`src/rtl/sr_latch_driver_if.sv`:
```
// Request/feedback bundle between control logic and sr_latch_driver.
// master: requester + latch side; slave: the driver.
interface sr_latch_driver_if;
  logic req_valid;
  logic req_level;
  logic req_ready;
  logic S;
  logic R;
  logic Q_fb;
  logic Qbar_fb;
  logic done;
  logic err;
  logic busy;

  modport master (
    output req_valid,
    output req_level,
    output Q_fb,
    output Qbar_fb,
    input  req_ready,
    input  S,
    input  R,
    input  done,
    input  err,
    input  busy
  );

  modport slave (
    input  req_valid,
    input  req_level,
    input  Q_fb,
    input  Qbar_fb,
    output req_ready,
    output S,
    output R,
    output done,
    output err,
    output busy
  );
endinterface

```
`src/rtl/sr_latch_driver.sv`:
```
// Turns a level request into one fixed-width S or R pulse, then checks
// Q/Qbar feedback (done/err). Ports: clk, rst (async high), bus (slave).
module sr_latch_driver #(
  parameter int PULSE_W    = 2,
  parameter int SETTLE_MAX = 8,
  parameter int GAP_W      = 1
) (
  input  logic               clk,
  input  logic               rst,
  sr_latch_driver_if.slave   bus
);

  localparam logic [7:0] PW8 = 8'(PULSE_W);
  localparam logic [7:0] SM8 = 8'(SETTLE_MAX);
  localparam logic [7:0] GW8 = 8'(GAP_W);

  typedef enum logic [1:0] {
    IDLE   = 2'd0,
    PULSE  = 2'd1,
    SETTLE = 2'd2,
    GAP    = 2'd3
  } state_t;

  state_t     state, state_n;
  logic [7:0] cnt, cnt_n;
  logic       lvl, lvl_n;
  logic       s_q, s_n;
  logic       r_q, r_n;
  logic       done_q, done_n;
  logic       err_q, err_n;

  logic cnt_last;
  logic match_req;
  logic match_lvl;

  assign cnt_last = (cnt == 8'd1);

  // Q==Qbar can never equal (x, ~x), so invalid feedback never matches.
  assign match_req = (bus.Q_fb == bus.req_level) &&
                     (bus.Qbar_fb == ~bus.req_level);
  assign match_lvl = (bus.Q_fb == lvl) &&
                     (bus.Qbar_fb == ~lvl);

  always_ff @(posedge clk or posedge rst) begin
    if (rst) begin
      state  <= IDLE;
      cnt    <= 8'd0;
      lvl    <= 1'b0;
      s_q    <= 1'b0;
      r_q    <= 1'b0;
      done_q <= 1'b0;
      err_q  <= 1'b0;
    end else begin
      state  <= state_n;
      cnt    <= cnt_n;
      lvl    <= lvl_n;
      s_q    <= s_n;
      r_q    <= r_n;
      done_q <= done_n;
      err_q  <= err_n;
    end
  end

  always_comb begin
    state_n = state;
    cnt_n   = cnt;
    lvl_n   = lvl;
    s_n     = 1'b0;
    r_n     = 1'b0;
    done_n  = 1'b0;
    err_n   = 1'b0;
    unique case (state)
      IDLE: begin
        if (bus.req_valid) begin
          lvl_n = bus.req_level;
          if (match_req) begin
            done_n  = 1'b1;
            state_n = GAP;
            cnt_n   = GW8;
          end else begin
            state_n = PULSE;
            cnt_n   = PW8;
            s_n     = bus.req_level;
            r_n     = ~bus.req_level;
          end
        end
      end
      PULSE: begin
        if (cnt_last) begin
          state_n = SETTLE;
          cnt_n   = SM8;
        end else begin
          cnt_n = cnt - 8'd1;
          s_n   = lvl;
          r_n   = ~lvl;
        end
      end
      SETTLE: begin
        // Match is checked first so it wins over a coincident timeout.
        if (match_lvl) begin
          done_n  = 1'b1;
          state_n = GAP;
          cnt_n   = GW8;
        end else if (cnt_last) begin
          err_n   = 1'b1;
          state_n = GAP;
          cnt_n   = GW8;
        end else begin
          cnt_n = cnt - 8'd1;
        end
      end
      GAP: begin
        if (cnt_last) begin
          state_n = IDLE;
          cnt_n   = 8'd0;
        end else begin
          cnt_n = cnt - 8'd1;
        end
      end
      default: begin
        state_n = IDLE;
        cnt_n   = 8'd0;
      end
    endcase
  end

  assign bus.S         = s_q;
  assign bus.R         = r_q;
  assign bus.done      = done_q;
  assign bus.err       = err_q;
  assign bus.req_ready = (state == IDLE);
  assign bus.busy      = (state != IDLE);

endmodule
```
`src/flat_wrapper.sv`:
```
// flat-port wrapper written by rule: the top's interface ports become plain ports
module sr_latch_driver_flat 
#(
  parameter int PULSE_W    = 2,
  parameter int SETTLE_MAX = 8,
  parameter int GAP_W      = 1
)
  (clk, rst, bus_req_valid, bus_req_level, bus_Q_fb, bus_Qbar_fb, bus_req_ready, bus_S, bus_R, bus_done, bus_err, bus_busy);
  sr_latch_driver_if bus_i ();
  input  logic clk;
  input  logic rst;
  input wire logic [$bits(bus_i.req_valid)-1:0] bus_req_valid;
  input wire logic [$bits(bus_i.req_level)-1:0] bus_req_level;
  input wire logic [$bits(bus_i.Q_fb)-1:0] bus_Q_fb;
  input wire logic [$bits(bus_i.Qbar_fb)-1:0] bus_Qbar_fb;
  output wire logic [$bits(bus_i.req_ready)-1:0] bus_req_ready;
  output wire logic [$bits(bus_i.S)-1:0] bus_S;
  output wire logic [$bits(bus_i.R)-1:0] bus_R;
  output wire logic [$bits(bus_i.done)-1:0] bus_done;
  output wire logic [$bits(bus_i.err)-1:0] bus_err;
  output wire logic [$bits(bus_i.busy)-1:0] bus_busy;
  assign bus_i.req_valid = bus_req_valid;
  assign bus_i.req_level = bus_req_level;
  assign bus_i.Q_fb = bus_Q_fb;
  assign bus_i.Qbar_fb = bus_Qbar_fb;
  assign bus_req_ready = bus_i.req_ready;
  assign bus_S = bus_i.S;
  assign bus_R = bus_i.R;
  assign bus_done = bus_i.done;
  assign bus_err = bus_i.err;
  assign bus_busy = bus_i.busy;
  sr_latch_driver #(.PULSE_W(PULSE_W), .SETTLE_MAX(SETTLE_MAX), .GAP_W(GAP_W)) u_core (.clk(clk), .rst(rst), .bus(bus_i));
endmodule
```
`config.mk`:
```
export PLATFORM = sky130hd
export DESIGN_NAME = sr_latch_driver_flat
export DESIGN_NICKNAME = d
export VERILOG_FILES = /design/src/rtl/sr_latch_driver_if.sv /design/src/rtl/sr_latch_driver.sv /design/src/flat_wrapper.sv
export SDC_FILE = /design/constraint.sdc
export NUM_CORES = 1
export LEC_CHECK = 0
export BUFFER_PORTS_ARGS = -buffer_cell sky130_fd_sc_hd__buf_4
export CORE_MARGIN = 1
export CORE_UTILIZATION = 45
export DETAILED_ROUTE_END_ITERATION = 7
export SYNTH_ARGS = -nofsm -noshare
export SYNTH_HDL_FRONTEND = slang
export SYNTH_SLANG_ARGS = --single-unit
```
`constraint.sdc`:
```
create_clock -name clk -period 2.1 [get_ports clk]
set_input_delay 0.21 -clock clk [delete_from_list [all_inputs] [get_ports clk]]
set_output_delay 0.21 -clock clk [all_outputs]
set_load 0.05 [all_outputs]
```
; ---- Yosys cells after proc, flatten, opt, wreduce, memory -nomap -nowiden
; Index checks and enable logic that the tools add are counted.
[word_totals]
register_bits = 15
out_inout_bits = 6
wordCells = 57
[op_classes]
add_sub_neg = 1
eq_ne = 12
mux = 29
bitwise = 2
n_reduce_logical = 6
[op_table]
columns = operator, n
row1 = 8-bit 2-to-1 mux, 5
row2 = 8-bit one-hot mux with 4 select lines, 1
row3 = 2-bit 2-to-1 mux, 7
row4 = 1-bit 2-to-1 mux, 12
row5 = 8-bit by 1-bit equality test with 1-bit output (second input constant), 1
row6 = 2-bit one-hot mux with 4 select lines, 1
row7 = 8-bit by 1-bit subtractor with 8-bit output (second input constant), 1
row8 = 1-bit one-hot mux with 2 select lines, 3
row9 = 1-bit equality test, 4
row10 = 2-bit equality test (second input constant), 2
row11 = 2-bit by 1-bit != test with 1-bit output (second input constant), 2
row12 = 4-bit AND reduction, 1
row13 = 3-bit by 1-bit != test with 1-bit output (second input constant), 1
row14 = 2-bit by 1-bit equality test with 1-bit output (second input constant), 1
row15 = 1-bit logical AND, 2
row16 = 2-bit zero test, 1
row17 = 2-bit != test (second input constant), 1
row18 = 1-bit NOT, 2
row19 = 2-bit AND reduction, 1
row20 = 2-bit nonzero test, 1

; ---- Depth between registers and ports, before layout
[depth]
depth_word = 6
mapped_depth = 7

; ---- Least setup slack after synthesis
; OpenSTA, ideal clock, no wires.
[synth_timing]
path_kind = register -> register
from = reg u_core.cnt[1]
to = reg u_core.state[0]
setup_time_ps = 126
arrival_time_ps = 1708
t_required_ps = 1974
slack_ps = 266
stages_incl_launch_ff = 8
n_path_buf = 1
period_less_slack_ps = 1834
cell_sequence = dfrtp_1 > inv_1 > ha_1 > nor4b_1 > and2_1 > buf_4 > nor2_2 > o32a_1
[synth_between]
elab_chain_cells = 3
elab_cells_between_ends = 5
classes_between = eq/ne (4) / reduce/logical (1)
[synth_rtl]
columns = item, line
row1 = "start, declared", sr_latch_driver.sv:25  ; logic [7:0] cnt, cnt_n;
row2 = "start signal, assigned", sr_latch_driver.sv:55  ; cnt <= cnt_n;
row3 = 8-bit by 1-bit equality test with 1-bit output (*), sr_latch_driver.sv:36  ; assign cnt_last = (cnt == 8'd1);
row4 = 3-bit by 1-bit != test with 1-bit output (no source line) / 2-bit by 1-bit != test with 1-bit output (equally long branches), n/a
row5 = 4-bit AND reduction (no source line) (*), n/a
row6 = "end signal, assigned", sr_latch_driver.sv:54  ; state <= state_n;
row7 = "end, declared", sr_latch_driver.sv:24  ; state_t state, state_n;
; Mark *: on every way between the ends. The rest lies on a longest branch, timed or not.
; A chain may end at the register's enable or synchronous reset.

; ---- Worst setup path in the final report
[layout_timing]
from = reg u_core.cnt[0]
to = reg u_core.cnt[6]
[layout_between]
elab_chain_cells = 4
elab_cells_between_ends = 7
classes_between = add/sub (1) / eq/ne (1) / mux (5)
[layout_rtl]
columns = item, line
row1 = 8-bit by 1-bit subtractor with 8-bit output / 8-bit by 1-bit equality test with 1-bit output (equally long branches), n/a
row2 = 8-bit 2-to-1 mux, sr_latch_driver.sv:104  ; end else if (cnt_last) begin
row3 = 8-bit 2-to-1 mux, sr_latch_driver.sv:100  ; if (match_lvl) begin
row4 = 8-bit one-hot mux with 4 select lines (*), sr_latch_driver.sv:72  ; unique case (state)
; Marked as above.

==> results.py <==
metrics = {
    "grt": {
        "grt-ovfl-total": 0,
        "grt_pass1_wl_mm": 3.79,
        "grt_usage_pct": 20.3,
        "grt_pass1_vias": 789,
        "grt_max_degree": 16,
        "antenna_found_initial": 0,
    },
    "worst_setup_path": {
        "rr_startpoint": "u_core.cnt[0]$_DFFE_PP0N_",
        "cp-end-kind": "register",
        "ff2ff_path_depth": 6,
        "critical_path_class": "reg2reg",
        "reg2reg_to": "u_core.cnt[6]$_DFFE_PP0N_",
        "required_ns": 2.32,
        "regToRegSetupSlack_ns": 0.16,
        "cp.arrival_ns": 2.16,
        "cp_max_fo": 5,
        "start_kind": "register",
    },
    "floorplan": {
        "die_h_um": 49.0,
        "die_w_um": 49.0,
        "rows": 16,
        "die-area_um2": 2400,
        "start_util_pct": 49.1,
        "io_pins": 12,
        "core_um2": 2020,
    },
    "drt": {
        "drt_pass1_iterations": 4,
        "drcViolationCount": 0,
        "antenna_left": 0,
        "vias": 861,
        "wl_per_cell_um": 14.3,
        "wirelength_mm": 2.12,
        "via_per_inst": 5.82,
        "drtIter0Drc": 30,
    },
    "status": {
        "status": "finished with violations",
        "violations": "hold timing",
    },
    "logic_synthesis": {
        "synthArstFlopShare_pct": 100,
        "synthesis.area_um2": 993,
        "ys.flop_type": "dfrtp_1",
        "synth_edf_count": 0,
        "ys_warn_count": 0,
        "netlist_instances": 103,
        "syn_nets": 115,
        "ys_ff_latch": 15,
        "yosysSeqAreaShare_pct": 37.8,
        "synth_cell_types": 38,
        "syn_avg_cell_area_um2": 9.65,
    },
    "clock_tree": {
        "post_cts_buffers": 0,
        "cts-root-buf": "clkbuf_4",
        "clockBufferDepth": 2,
        "cts_tree": "yes",
        "numClockSinks": 15,
        "cts_made_buffers": 3,
        "clk_latency_ns": 0.27,
        "cts_resized": 0,
        "clkTransAtPathRegs_ns": 0.09,
        "hold_buffers": 0,
        "h-tree-depth": 1,
    },
    "place": {
        "routabilityCongestion": 0.812,
        "dpl.hpwl_mm": 1.58,
        "io_buffers": 11,
        "dp_cells": 144,
    },
    "cells_and_area": {
        "insertedDiodeCount": 0,
        "fillers": 182,
        "multiInputGateArea_um2": 561,
        "regArea_um2": 375,
        "final_common_cell": "buf_4",
        "area.growth.synth_to_final_pct": 16.9,
        "final_cell_mix": "buf_4 (18), dfrtp_1 (15), inv_1 (8)",
        "fin_cells": 148,
        "final_layout_size_suffix_gt1_share_pct": 24.8,
        "nNetsFinal": 134,
    },
    "power": {
        "intPower_mw": 1.06,
        "powerDensity_nw_per_um2": 1700,
        "clkPwrFrac_pct": 8.2,
        "leakage_nw": 0.535,
        "seqPwrFrac_pct": 25.3,
        "ir_drop_v": 0.000992,
        "pwr-share-comb_pct": 66.5,
        "net-switching-power_mw": 0.923,
        "swShare_pct": 46.6,
    },
    "sta": {
        "min_period_ns": 1.94,
        "max_slew_margin_pct": 61.4,
        "fin_crit_sh_pct": 92.6,
        "setup_violations": 0,
        "worstMarginPinSlew_ns": 0.578,
        "finalSetupTns_ns": 0,
        "holdWs_ns": -0.00993,
        "timing.clock.skew_ns": 0.00127,
        "fmax_ghz": 0.514,
        "final-hold-violation-count": 15,
        "rsz0062_at_grt": "false",
        "drv_slew": 0,
    },
    "hold_path": {
        "min_path_type": "in2async",
    },
    "flow_run": {
        "max_cap_violations": 0,
    },
}
## Yosys cell counts (2+ instances only)
master / number / area, um2
a22o_1: 3 / 26.3
dfrtp_1: 15 / 375
nand3_1: 3 / 15.0
inv_1: 8 / 30.0
nor2b_1: 2 / 12.5
nor4b_1: 3 / 26.3
o21a_1: 2 / 15.0
or3b_2: 2 / 17.5
buf_4: 3 / 22.5
a21oi_1: 3 / 15.0
nand2_1: 6 / 22.5
or4_1: 2 / 15.0
o22a_1: 2 / 17.5
ha_1: 6 / 75.1
nor3_1: 5 / 25.0
nor4_1: 4 / 25.0
o21ai_0: 4 / 20.0
nor2_1: 7 / 26.3
o41ai_1: 4 / 35.0
## cells by family after synthesis
| kind of cell | after synthesis | synth area share, % |
|---|---|---|
| and+or+nand+nor | 40 | 23.2 |
| AOI/OAI and AO/OA | 30 | 25.1 |
| DFF | 15 | 37.8 |
| buffers and inverters | 12 | 6.42 |
| adders and majority gates | 6 | 7.56 |
## per-stage QoR
| step | instance area, um2 | setup WS, ns | total power, mW | util (%) |
|---|---|---|---|---|
| after floorplan | 993 | 0.266 | 1.50 | - |
| after global placement | 1130 | 0.213 | 1.78 | 55.8 |
| after detailed placement | 1130 | 0.160 | 1.80 | 55.8 |
| after CTS | 1150 | 0.140 | 1.98 | 57.1 |
| after global routing | 1160 | 0.0336 | 2.17 | 57.4 |
| final | 1160 | 0.156 | 1.98 | 57.4 |
## layer usage
layer	vias up	part of all wire, %	wire length, um	global-route usage (%)
li1	427	-	-	-
met1	410	49	1050	30.6
met2	22	46	969	29.9
met3	2	4.0	85	2.80
met4	0	0.66	14	5.88
met5	-	0	0	0
## flip-flops by register name (all words and copies together) (netlist names)
register	flops
u_core.lvl	1
u_core.cnt	8
u_core.bus.R	1
u_core.bus.err	1
u_core.bus.done	1
u_core.state	2
u_core.bus.S	1
## power groups by stage
stage / clock network [mW] / logic [mW] / registers [mW]
3_3_place_gp: 0 / 1.28 / 0.501
5_1_grt: 0.191 / 1.46 / 0.519
4_1_cts: 0.172 / 1.31 / 0.501
6_report: 0.162 / 1.32 / 0.501
2_1_floorplan: 0 / 0.930 / 0.573
3_5_place_dp: 0 / 1.30 / 0.507
## cell type report
class / instances / area share, %
Timing Repair Buffer: 18 / 11.6
Multi-Input combinational cell: 76 / 48.3
Inverter: 8 / 2.59
Sequential cell: 15 / 32.3
Clock buffer: 4 / 2.26
Tap cell: 27 / 2.91
## worst max-delay path, stage by stage (launching register included)
cell	delay, ns
dfrtp_1	0.43
inv_1	0.10
ha_1	0.19
or3b_2	0.49
or4_1	0.44
nor4_2	0.14
a21o_1	0.10
## worst max-delay path by stage
stage	from	to	slack, ns	cells after the start
finish	u_core.cnt[0]$_DFFE_PP0N_	u_core.cnt[6]$_DFFE_PP0N_	0.16	6
detailed placement	u_core.cnt[0]$_DFFE_PP0N_	u_core.cnt[6]$_DFFE_PP0N_	0.16	6
global placement	u_core.cnt[0]$_DFFE_PP0N_	u_core.cnt[6]$_DFFE_PP0N_	0.21	6
global route	u_core.cnt[1]$_DFFE_PP0N_	u_core.cnt[3]$_DFFE_PP0N_	0.03	8
floorplan	u_core.cnt[1]$_DFFE_PP0N_	u_core.state[0]$_DFFE_PP0P_	0.27	7
CTS	u_core.cnt[0]$_DFFE_PP0N_	u_core.cnt[6]$_DFFE_PP0N_	0.14	6
(Power assumes the default switching activity.)
